File: src/rtl/rle_pkg.sv
// Shared definitions for the run-length decoder and its matching encoder:
// the default repeat-counter width, the compressed word layout and the
// decoder's two-valued state.
package rle_pkg;

   localparam int RLE_CW = 8;

   typedef struct packed {
      logic [RLE_CW-1:0] cnt;
      logic [7:0]        data;
   } rle_word_t;

   typedef enum logic {
      EMPTY = 1'b0,
      BUSY  = 1'b1
   } rle_state_t;

endpackage

File: src/rtl/axi4_stream_if.sv
// Minimal AXI4-Stream bundle. Modport s is the side that sources data,
// modport d is the side that receives it and drives TREADY.
interface axi4_stream_if #(
   parameter type DT = logic [7:0],
   parameter int  DN = 1
);

   logic          TVALID;
   logic          TREADY;
   DT             TDATA;
   logic          TLAST;
   logic [DN-1:0] TKEEP;

   modport s (output TVALID, TDATA, TLAST, TKEEP, input TREADY);
   modport d (input TVALID, TDATA, TLAST, TKEEP, output TREADY);

endinterface

File: src/rtl/rle_dec.sv
// Run-length decoder: every compressed word {cnt, data} accepted on sti is
// expanded into cnt+1 copies of data on sto (or a single copy in bypass).
// The output side is a single registered stage; the next word is taken on the
// same edge that retires the last copy of the current one, so consecutive
// words stream without bubbles.
module rle_dec
   import rle_pkg::*;
#(
   parameter int  CW  = RLE_CW,
   parameter int  DN  = 1,
   parameter type DTI = logic [CW+8-1:0],
   parameter type DTO = logic [8-1:0]
) (
   input  logic     ACLK,
   input  logic     ARESET,
   axi4_stream_if.d sti,
   axi4_stream_if.s sto,
   input  logic     ctl_rst,
   input  logic     cfg_ena
);

   rle_state_t    state;
   rle_state_t    state_next;
   logic [CW-1:0] rem;
   logic [CW-1:0] rem_next;
   logic          word_last;
   logic          word_last_next;
   logic          tvalid_q;
   logic          tlast_q;
   logic          tlast_next;
   DTO            data_q;
   DTO            data_next;
   DTI            in_word;
   logic          rem_zero;
   logic          in_fire;
   logic          out_fire;

   assign in_word  = sti.TDATA;
   assign rem_zero = (rem == '0);

   // A new word can enter when nothing is held, or when the beat on the
   // output is the final copy and is being taken this cycle; a soft reset
   // keeps the input open so pending words are drained and dropped.
   assign sti.TREADY = ctl_rst | ~tvalid_q | (sto.TREADY & rem_zero);

   assign in_fire  = sti.TVALID & sti.TREADY;
   assign out_fire = tvalid_q & sto.TREADY;

   assign sto.TVALID = tvalid_q;
   assign sto.TDATA  = data_q;
   assign sto.TLAST  = tlast_q;
   assign sto.TKEEP  = {DN{1'b1}};

   // Next-state decode: flush, load a new word, count down a repeat, or empty.
   always_comb begin
      state_next     = state;
      rem_next       = rem;
      word_last_next = word_last;
      data_next      = data_q;

      if (ctl_rst) begin
         state_next     = EMPTY;
         rem_next       = '0;
         word_last_next = 1'b0;
      end else if (in_fire) begin
         state_next     = BUSY;
         rem_next       = cfg_ena ? in_word[CW+8-1:8] : '0;
         word_last_next = sti.TLAST;
         data_next      = in_word[7:0];
      end else if (out_fire) begin
         if (!rem_zero) begin
            rem_next = rem - CW'(1);
         end else begin
            state_next = EMPTY;
         end
      end

      tlast_next = (state_next == BUSY) & word_last_next & (rem_next == '0);
   end

   // Control state and output qualifiers, cleared asynchronously.
   always_ff @(posedge ACLK or posedge ARESET) begin
      if (ARESET) begin
         state     <= EMPTY;
         rem       <= '0;
         word_last <= 1'b0;
         tvalid_q  <= 1'b0;
         tlast_q   <= 1'b0;
      end else begin
         state     <= state_next;
         rem       <= rem_next;
         word_last <= word_last_next;
         tvalid_q  <= (state_next == BUSY);
         tlast_q   <= tlast_next;
      end
   end

   // Held data byte; only meaningful while TVALID is high, so it needs no reset.
   always_ff @(posedge ACLK) begin
      data_q <= data_next;
   end

endmodule

File: src/flat_wrapper.sv
// flat-port wrapper written by rule: the top's interface ports become plain ports
module rle_dec_flat import rle_pkg::*;
#(
   parameter int  CW  = RLE_CW,
   parameter int  DN  = 1,
   parameter type DTI = logic [CW+8-1:0],
   parameter type DTO = logic [8-1:0]
)
  (ACLK, ARESET, ctl_rst, cfg_ena, sti_TVALID, sti_TDATA, sti_TLAST, sti_TKEEP, sti_TREADY, sto_TVALID, sto_TDATA, sto_TLAST, sto_TKEEP, sto_TREADY);
  axi4_stream_if #(.DT(logic [RLE_CW+8-1:0]), .DN(DN)) sti_i ();
  axi4_stream_if #(.DT(logic [7:0]), .DN(DN)) sto_i ();
  input  logic ACLK;
  input  logic ARESET;
  input  logic ctl_rst;
  input  logic cfg_ena;
  input wire logic [$bits(sti_i.TVALID)-1:0] sti_TVALID;
  input wire logic [$bits(sti_i.TDATA)-1:0] sti_TDATA;
  input wire logic [$bits(sti_i.TLAST)-1:0] sti_TLAST;
  input wire logic [$bits(sti_i.TKEEP)-1:0] sti_TKEEP;
  output wire logic [$bits(sti_i.TREADY)-1:0] sti_TREADY;
  output wire logic [$bits(sto_i.TVALID)-1:0] sto_TVALID;
  output wire logic [$bits(sto_i.TDATA)-1:0] sto_TDATA;
  output wire logic [$bits(sto_i.TLAST)-1:0] sto_TLAST;
  output wire logic [$bits(sto_i.TKEEP)-1:0] sto_TKEEP;
  input wire logic [$bits(sto_i.TREADY)-1:0] sto_TREADY;
  assign sti_i.TVALID = sti_TVALID;
  assign sti_i.TDATA = sti_TDATA;
  assign sti_i.TLAST = sti_TLAST;
  assign sti_i.TKEEP = sti_TKEEP;
  assign sti_TREADY = sti_i.TREADY;
  assign sto_TVALID = sto_i.TVALID;
  assign sto_TDATA = sto_i.TDATA;
  assign sto_TLAST = sto_i.TLAST;
  assign sto_TKEEP = sto_i.TKEEP;
  assign sto_i.TREADY = sto_TREADY;
  rle_dec #(.CW(CW), .DN(DN), .DTI(DTI), .DTO(DTO)) u_core (.ACLK(ACLK), .ARESET(ARESET), .sti(sti_i), .sto(sto_i), .ctl_rst(ctl_rst), .cfg_ena(cfg_ena));
endmodule
File: config.mk
export PLATFORM = sky130hd
export DESIGN_NAME = rle_dec_flat
export DESIGN_NICKNAME = d
export VERILOG_FILES = /design/src/rtl/rle_pkg.sv /design/src/rtl/axi4_stream_if.sv /design/src/rtl/rle_dec.sv /design/src/flat_wrapper.sv
export SDC_FILE = /design/constraint.sdc
export NUM_CORES = 1
export LEC_CHECK = 0
export BUFFER_PORTS_ARGS = -buffer_cell sky130_fd_sc_hd__buf_2
export CAP_MARGIN = 20
export CORE_ASPECT_RATIO = 2
export CORE_MARGIN = 3
export CORE_UTILIZATION = 30
export CTS_BUF_LIST = sky130_fd_sc_hd__clkbuf_8
export CTS_CLUSTER_DIAMETER = 150
export DETAILED_ROUTE_END_ITERATION = 10
export GPL_TIMING_DRIVEN = 0
export SLEW_MARGIN = 20
export SYNTH_ARGS = -nofsm -noshare
export SYNTH_HDL_FRONTEND = slang
export SYNTH_SLANG_ARGS = --single-unit
export TNS_END_PERCENT = 30
File: constraint.sdc
create_clock -name ACLK -period 2.3 [get_ports ACLK]
set_input_delay 0.23 -clock ACLK [delete_from_list [all_inputs] [get_ports ACLK]]
set_output_delay 0.23 -clock ACLK [all_outputs]
set_load 0.01 [all_outputs]
Word level (Yosys, flattened, before mapping) --
Cells that the tools add are included.
Storage, ports and cells: memories 0, output and inout bits 12, bits in writable memories 0, logic and storage cells 29, bits in latches 0, input port bits 24, ROM bits 0, flip-flop bits (word level) 19
Cells by class: $lt $le $gt $ge 0, reduce and logical (&&, ||, !) cells 3, divide/modulo/power cells 0, multiplexer cells 11, equality and inequality tests 0, shifts and indexed selects 0, add/sub/neg operators 1, multipliers 0, bitwise gates (word level) 9
Operators by type and width (number):
- 8-bit two-way mux | 5
- 8-bit zero test | 2
- 8-bit by 1-bit subtractor with 8-bit output, second input constant | 1
- 1-bit two-way mux | 6
- 1-bit bitwise AND | 5
- 1-bit NOT | 2
- 1-bit OR | 2
- 2-bit AND reduction | 1

Depth between registers and ports, before layout --
depth in word-level cells 8, mapped depth 8

Worst setup path after synthesis --
No wires, ideal clock.
path kind reg-to-reg, start point reg u_core.rem[4], end point reg u_core.tlast_q, in the netlist u_core.sto.TLAST, slack 0.600 ns, arrival 1.589 ns, period minus slack after synthesis 1.700 ns, path buffers 0, cell stages (with the launch flop) 5, setup time 0.111 ns, cells stage by stage dfrtp_1 -> nor4_4 -> a31oi_1 -> o311a_1 -> a2111oi_2
Between the ends: cells in the longest elaborated chain, start to end 8, elaborated cells between the ends (all ways) 18
Ends and longest elaborated chain:
- from (decl) | RTL line rle_dec.sv:24 | logic [CW-1:0] rem;
- from (signal assigned) | RTL line rle_dec.sv:91 | rem <= rem_next;
- parallel branches: the longest is 7 deep, another holds 8-bit by 1-bit subtractor with 8-bit output
- 1-bit bitwise AND (*) | RTL line rle_dec.sv:78 | tlast_next = (state_next == BUSY) & word_last_next & (rem_next == '0);
- via u_core.tlast_next | RTL line rle_dec.sv:30 | logic tlast_next;
- to (signal assigned) | RTL line rle_dec.sv:94 | tlast_q <= tlast_next;
- to (decl) | RTL line rle_dec.sv:29 | logic tlast_q;
Mark *: on every way through the listed nets, which the timed path passes. A chain may end at the register's enable or synchronous reset.

Worst setup path in the final report --
start point reg u_core.rem[4], end point out sti_TREADY
Between the ends: cells in the longest elaborated chain, start to end 3
Ends and longest elaborated chain:
- 8-bit zero test | RTL line rle_dec.sv:39 | assign rem_zero = (rem == '0);
- 1-bit bitwise AND | RTL line rle_dec.sv:44 | assign sti.TREADY = ctl_rst | ~tvalid_q | (sto.TREADY & rem_zero);
- 1-bit OR | RTL line rle_dec.sv:44
- to (decl) | RTL line flat_wrapper.sv:20 | output wire logic [$bits(sti_i.TREADY)-1:0] sti_TREADY;
No other way between the ends.

==> results by group <==
Run status
  – Outcome: completed

Clock network
  – CTS clk-pin slew, worst paths: 0.07 ns
  – Sink Count: 19
  – PostCTS Resize Cnt: 0
  – Worst-Skew Late Latency: 0.25 ns
  – Clock buffer depth: 2
  – Cts bufs inserted: 3
  – H-tree depth: 1
  – CTS tree: done
  – Root Buffer: clkbuf_8

Cells and area
  – Finished Cell Area: 1280 µm²
  – Final Core Density: 0.398
  – Final cell count without fillers: between 150 and 200
  – Layout cell share with drive strength beyond 1: 0.368
  – Final nets: between 150 and 200
  – Area grow syn2layout: 25.4%
  – Fill cell count: 344
  – Ant diodes: 0

Synth
  – Sequential-to-total area share from yosys stat: 0.503
  – Cells after Synth: 95
  – Avg Inst Size Synth: 10.8 µm²
  – Post-synthesis adder-cell area fraction: 0.0244
  – YS warnings: 0
  – Netlist Area Pre-Place: 1020 µm²
  – Syn_nets: 121
  – Post-Synth Simple-Gate Area: 0.199
  – Register bit total from synthesis: 19
  – Synth Area in Compound Gates: 0.137
  – Largest family of logic cells by synthesized area: simple AND/OR/NAND/NOR gates
  – Count of cell types in the netlist: 40
  – Mux contribution to synthesized area: 0.0195
  – Post-synthesis xor/xnor area fraction: 0.0598

Timing
  – Measured slew at the worst slew-check pin: just over 0.5 ns
  – Achievable Freq: a little over 0.5 GHz
  – Final WS setup: 0.320 ns
  – Layout Skew: 0.00338 ns
  – Hold Fails Final Rpt: 0
  – Setup TNS: 0 ns
  – Period utilisation layout: 0.861
  – Slew Limit Headroom: 0.663
  – Max-slew violations: 0
  – Hold Slack: 0.150 ns
  – RSZ-0062 raised after global routing: no
  – Fin crit period: slightly below 2 ns
  – # setup viols final: 0

Detailed routing
  – Pre-Repair DR Iteration Count: 4
  – DRT iter0 DRCs: 11
  – DR vias: 844
  – DRC viols: 0
  – Vias per cell: 5.15
  – Post-route ant nets: 0
  – Post-Route WL: roughly 2.4 mm
  – Wire per inst: around 15 µm

Power and ir drop
  – PD cells: roughly 650 nW/µm²
  – Worst VDD drop: about 0.00055 V
  – Leakage power: 0.588 nW
  – PnR Total Power: approximately 840 µW

Placement
  – IO Port Bufs: 33
  – GP Congestion: 0.778
  – # placed instances: around 160
  – Place WS: around 0.4 ns
  – Detail Placement HPWL: 1.93 mm
  – Placed cell area: 1230 µm²

Worst hold path
  – Hold path depth: 1
  – Hold Path Class: input port to flop

Floorplan
  – Top-level port count: 36
  – Die area: roughly 4200 µm²
  – Site Rows: 29
  – Die Ht: between 80 and 90 µm
  – Die width: between 40 and 50 µm
  – Starting density of the core: 0.317
  – Core Area: about 3200 µm²

Critical path
  – Crit path capture type: primary output
  – CP Launch Type: flop
  – CP Capture Point: sti_TREADY
  – CP startpoint: u_core.rem[4]
  – Reg-to-reg slack, setup: approximately 0.4 ns
  – Worst r2r src: u_core.rem[4]
  – Kind of critical path: flop to primary output
  – Worst R2R End: u_core.sto.TLAST
  – Required time of the critical path: a little over 2 ns
  – CP Max Fanout: 5
  – Worst Reg-to-Reg Cells: 4
  – Arr. time, crit path: between 1.5 and 2 ns

GRT
  – Largest net degree at the start of global routing: 12
  – GRT overflow: 0
  – Global-route usage over all layers: 0.127
  – First-pass GRT wire length: 3.87 mm
  – Number of global-route vias before repair: roughly 900
  – Antenna violations before repair: 0

Job
  – Max-cap violations: 0
## synthesized netlist by cell type (all sizes together)
cell type,number,area [µm²]
nand2,12,45.0
dfrtp,11,275
edfxtp,8,240
nor2,6,22.5
o21ai,6,30.0
buf,5,36.3
inv,4,15.0
xnor2,4,35.0
and3,3,20.0
nor4,3,33.8
xor2,3,26.3
a21oi,2,10.0
a22o,2,17.5
a31oi,2,12.5
ha,2,25.0
mux2i,2,20.0
or2,2,12.5
a2111oi,1,15.0
a21o,1,8.76
a32o,1,10.0
a41o,1,10.0
and2,1,7.51
clkbuf,1,3.75
conb,1,3.75
nand3,1,5.00
nand3b,1,7.51
nand4bb,1,11.3
nor2b,1,6.26
o211ai,1,7.51
o311a,1,10.0
o41ai,1,8.76
or2b,1,7.51
or3,1,7.51
or4,1,7.51
or4b,1,10.0
## state kept, by name, summed over array words and instances (netlist names)
| register | count |
|---|---|
| u_core.sto.TLAST | 1 |
| u_core.word_last | 1 |
| u_core.state | 1 |
| u_core.sto.TDATA | 8 |
| u_core.rem | 8 |
## repair_timing
action	4_1_cts	5_1_grt
buffers inserted	0	0
hold buffers	1	0
hold endpoints to repair	11	0
## worst max-delay path, stage by stage, from the launching register on
cell     delay [ns]
dfrtp_1        0.46
nor4_4         0.39
a41o_1         0.30
or2_1          0.14
buf_6          0.10
buf_2          0.12
## power breakdown
group          internal (mW)  total (mW)  switching [mW]
clock                  0.120       0.229           0.109
combinational         0.0964       0.208           0.112
sequential             0.381       0.402          0.0205
total                  0.598       0.839           0.241
## layer usage
layer / global-route usage / wire length (µm)
met1: 0.140 / 904
met2: 0.205 / 1320
met5: 0 / 0
met4: 0.101 / 81
met3: 0.0143 / 104
## logic make-up (layout without fill, tap and decap cells)
| family | after synthesis | after routing |
|---|---|---|
| compound gates | 19 | 19 |
| xor+xnor | 7 | 7 |
| flops | 19 | 19 |
| buf+inv | 10 | 48 |
| other cells | 1 | 1 |
| simple gates | 35 | 35 |
| fa+ha+maj | 2 | 2 |
| mux | 2 | 2 |
## layout by cell type (no fill, tap or decap), drive strengths merged, types with 4 or more instances in the layout
cell type / netlist / routed
o21ai: 6 / 6
inv: 4 / 4
dfrtp: 11 / 11
nor2: 6 / 6
nand2: 12 / 12
buf: 5 / 38
clkbuf: 1 / 4
xnor2: 4 / 4
edfxtp: 8 / 8
## worst min-delay path by stage
stage,startpoint,end,slack (ns)
after floorplan,ARESET,u_core.rem[0],0.08
after global placement,ARESET,u_core.rem[5],0.26
after detailed placement,ARESET,u_core.rem[4],0.26
after CTS,sti_TDATA[1],u_core.sto.TDATA[1],0.14
after global routing,sti_TDATA[6],u_core.sto.TDATA[6],0.14
final,sti_TDATA[0],u_core.sto.TDATA[0],0.15
## layout make-up
cell class | count | area (µm²) | area share
tap | 31 | 38.8 | 0.0302
clock inverter | 1 | 5.00 | 0.00389
inverter | 4 | 15.0 | 0.0117
buffer | 6 | 40.0 | 0.0312
timing repair buffer | 34 | 175 | 0.136
sequential | 19 | 515 | 0.401
multi-input combinational | 66 | 454 | 0.353
clock buffer | 3 | 41.3 | 0.0321
(Power assumes the default switching activity.)
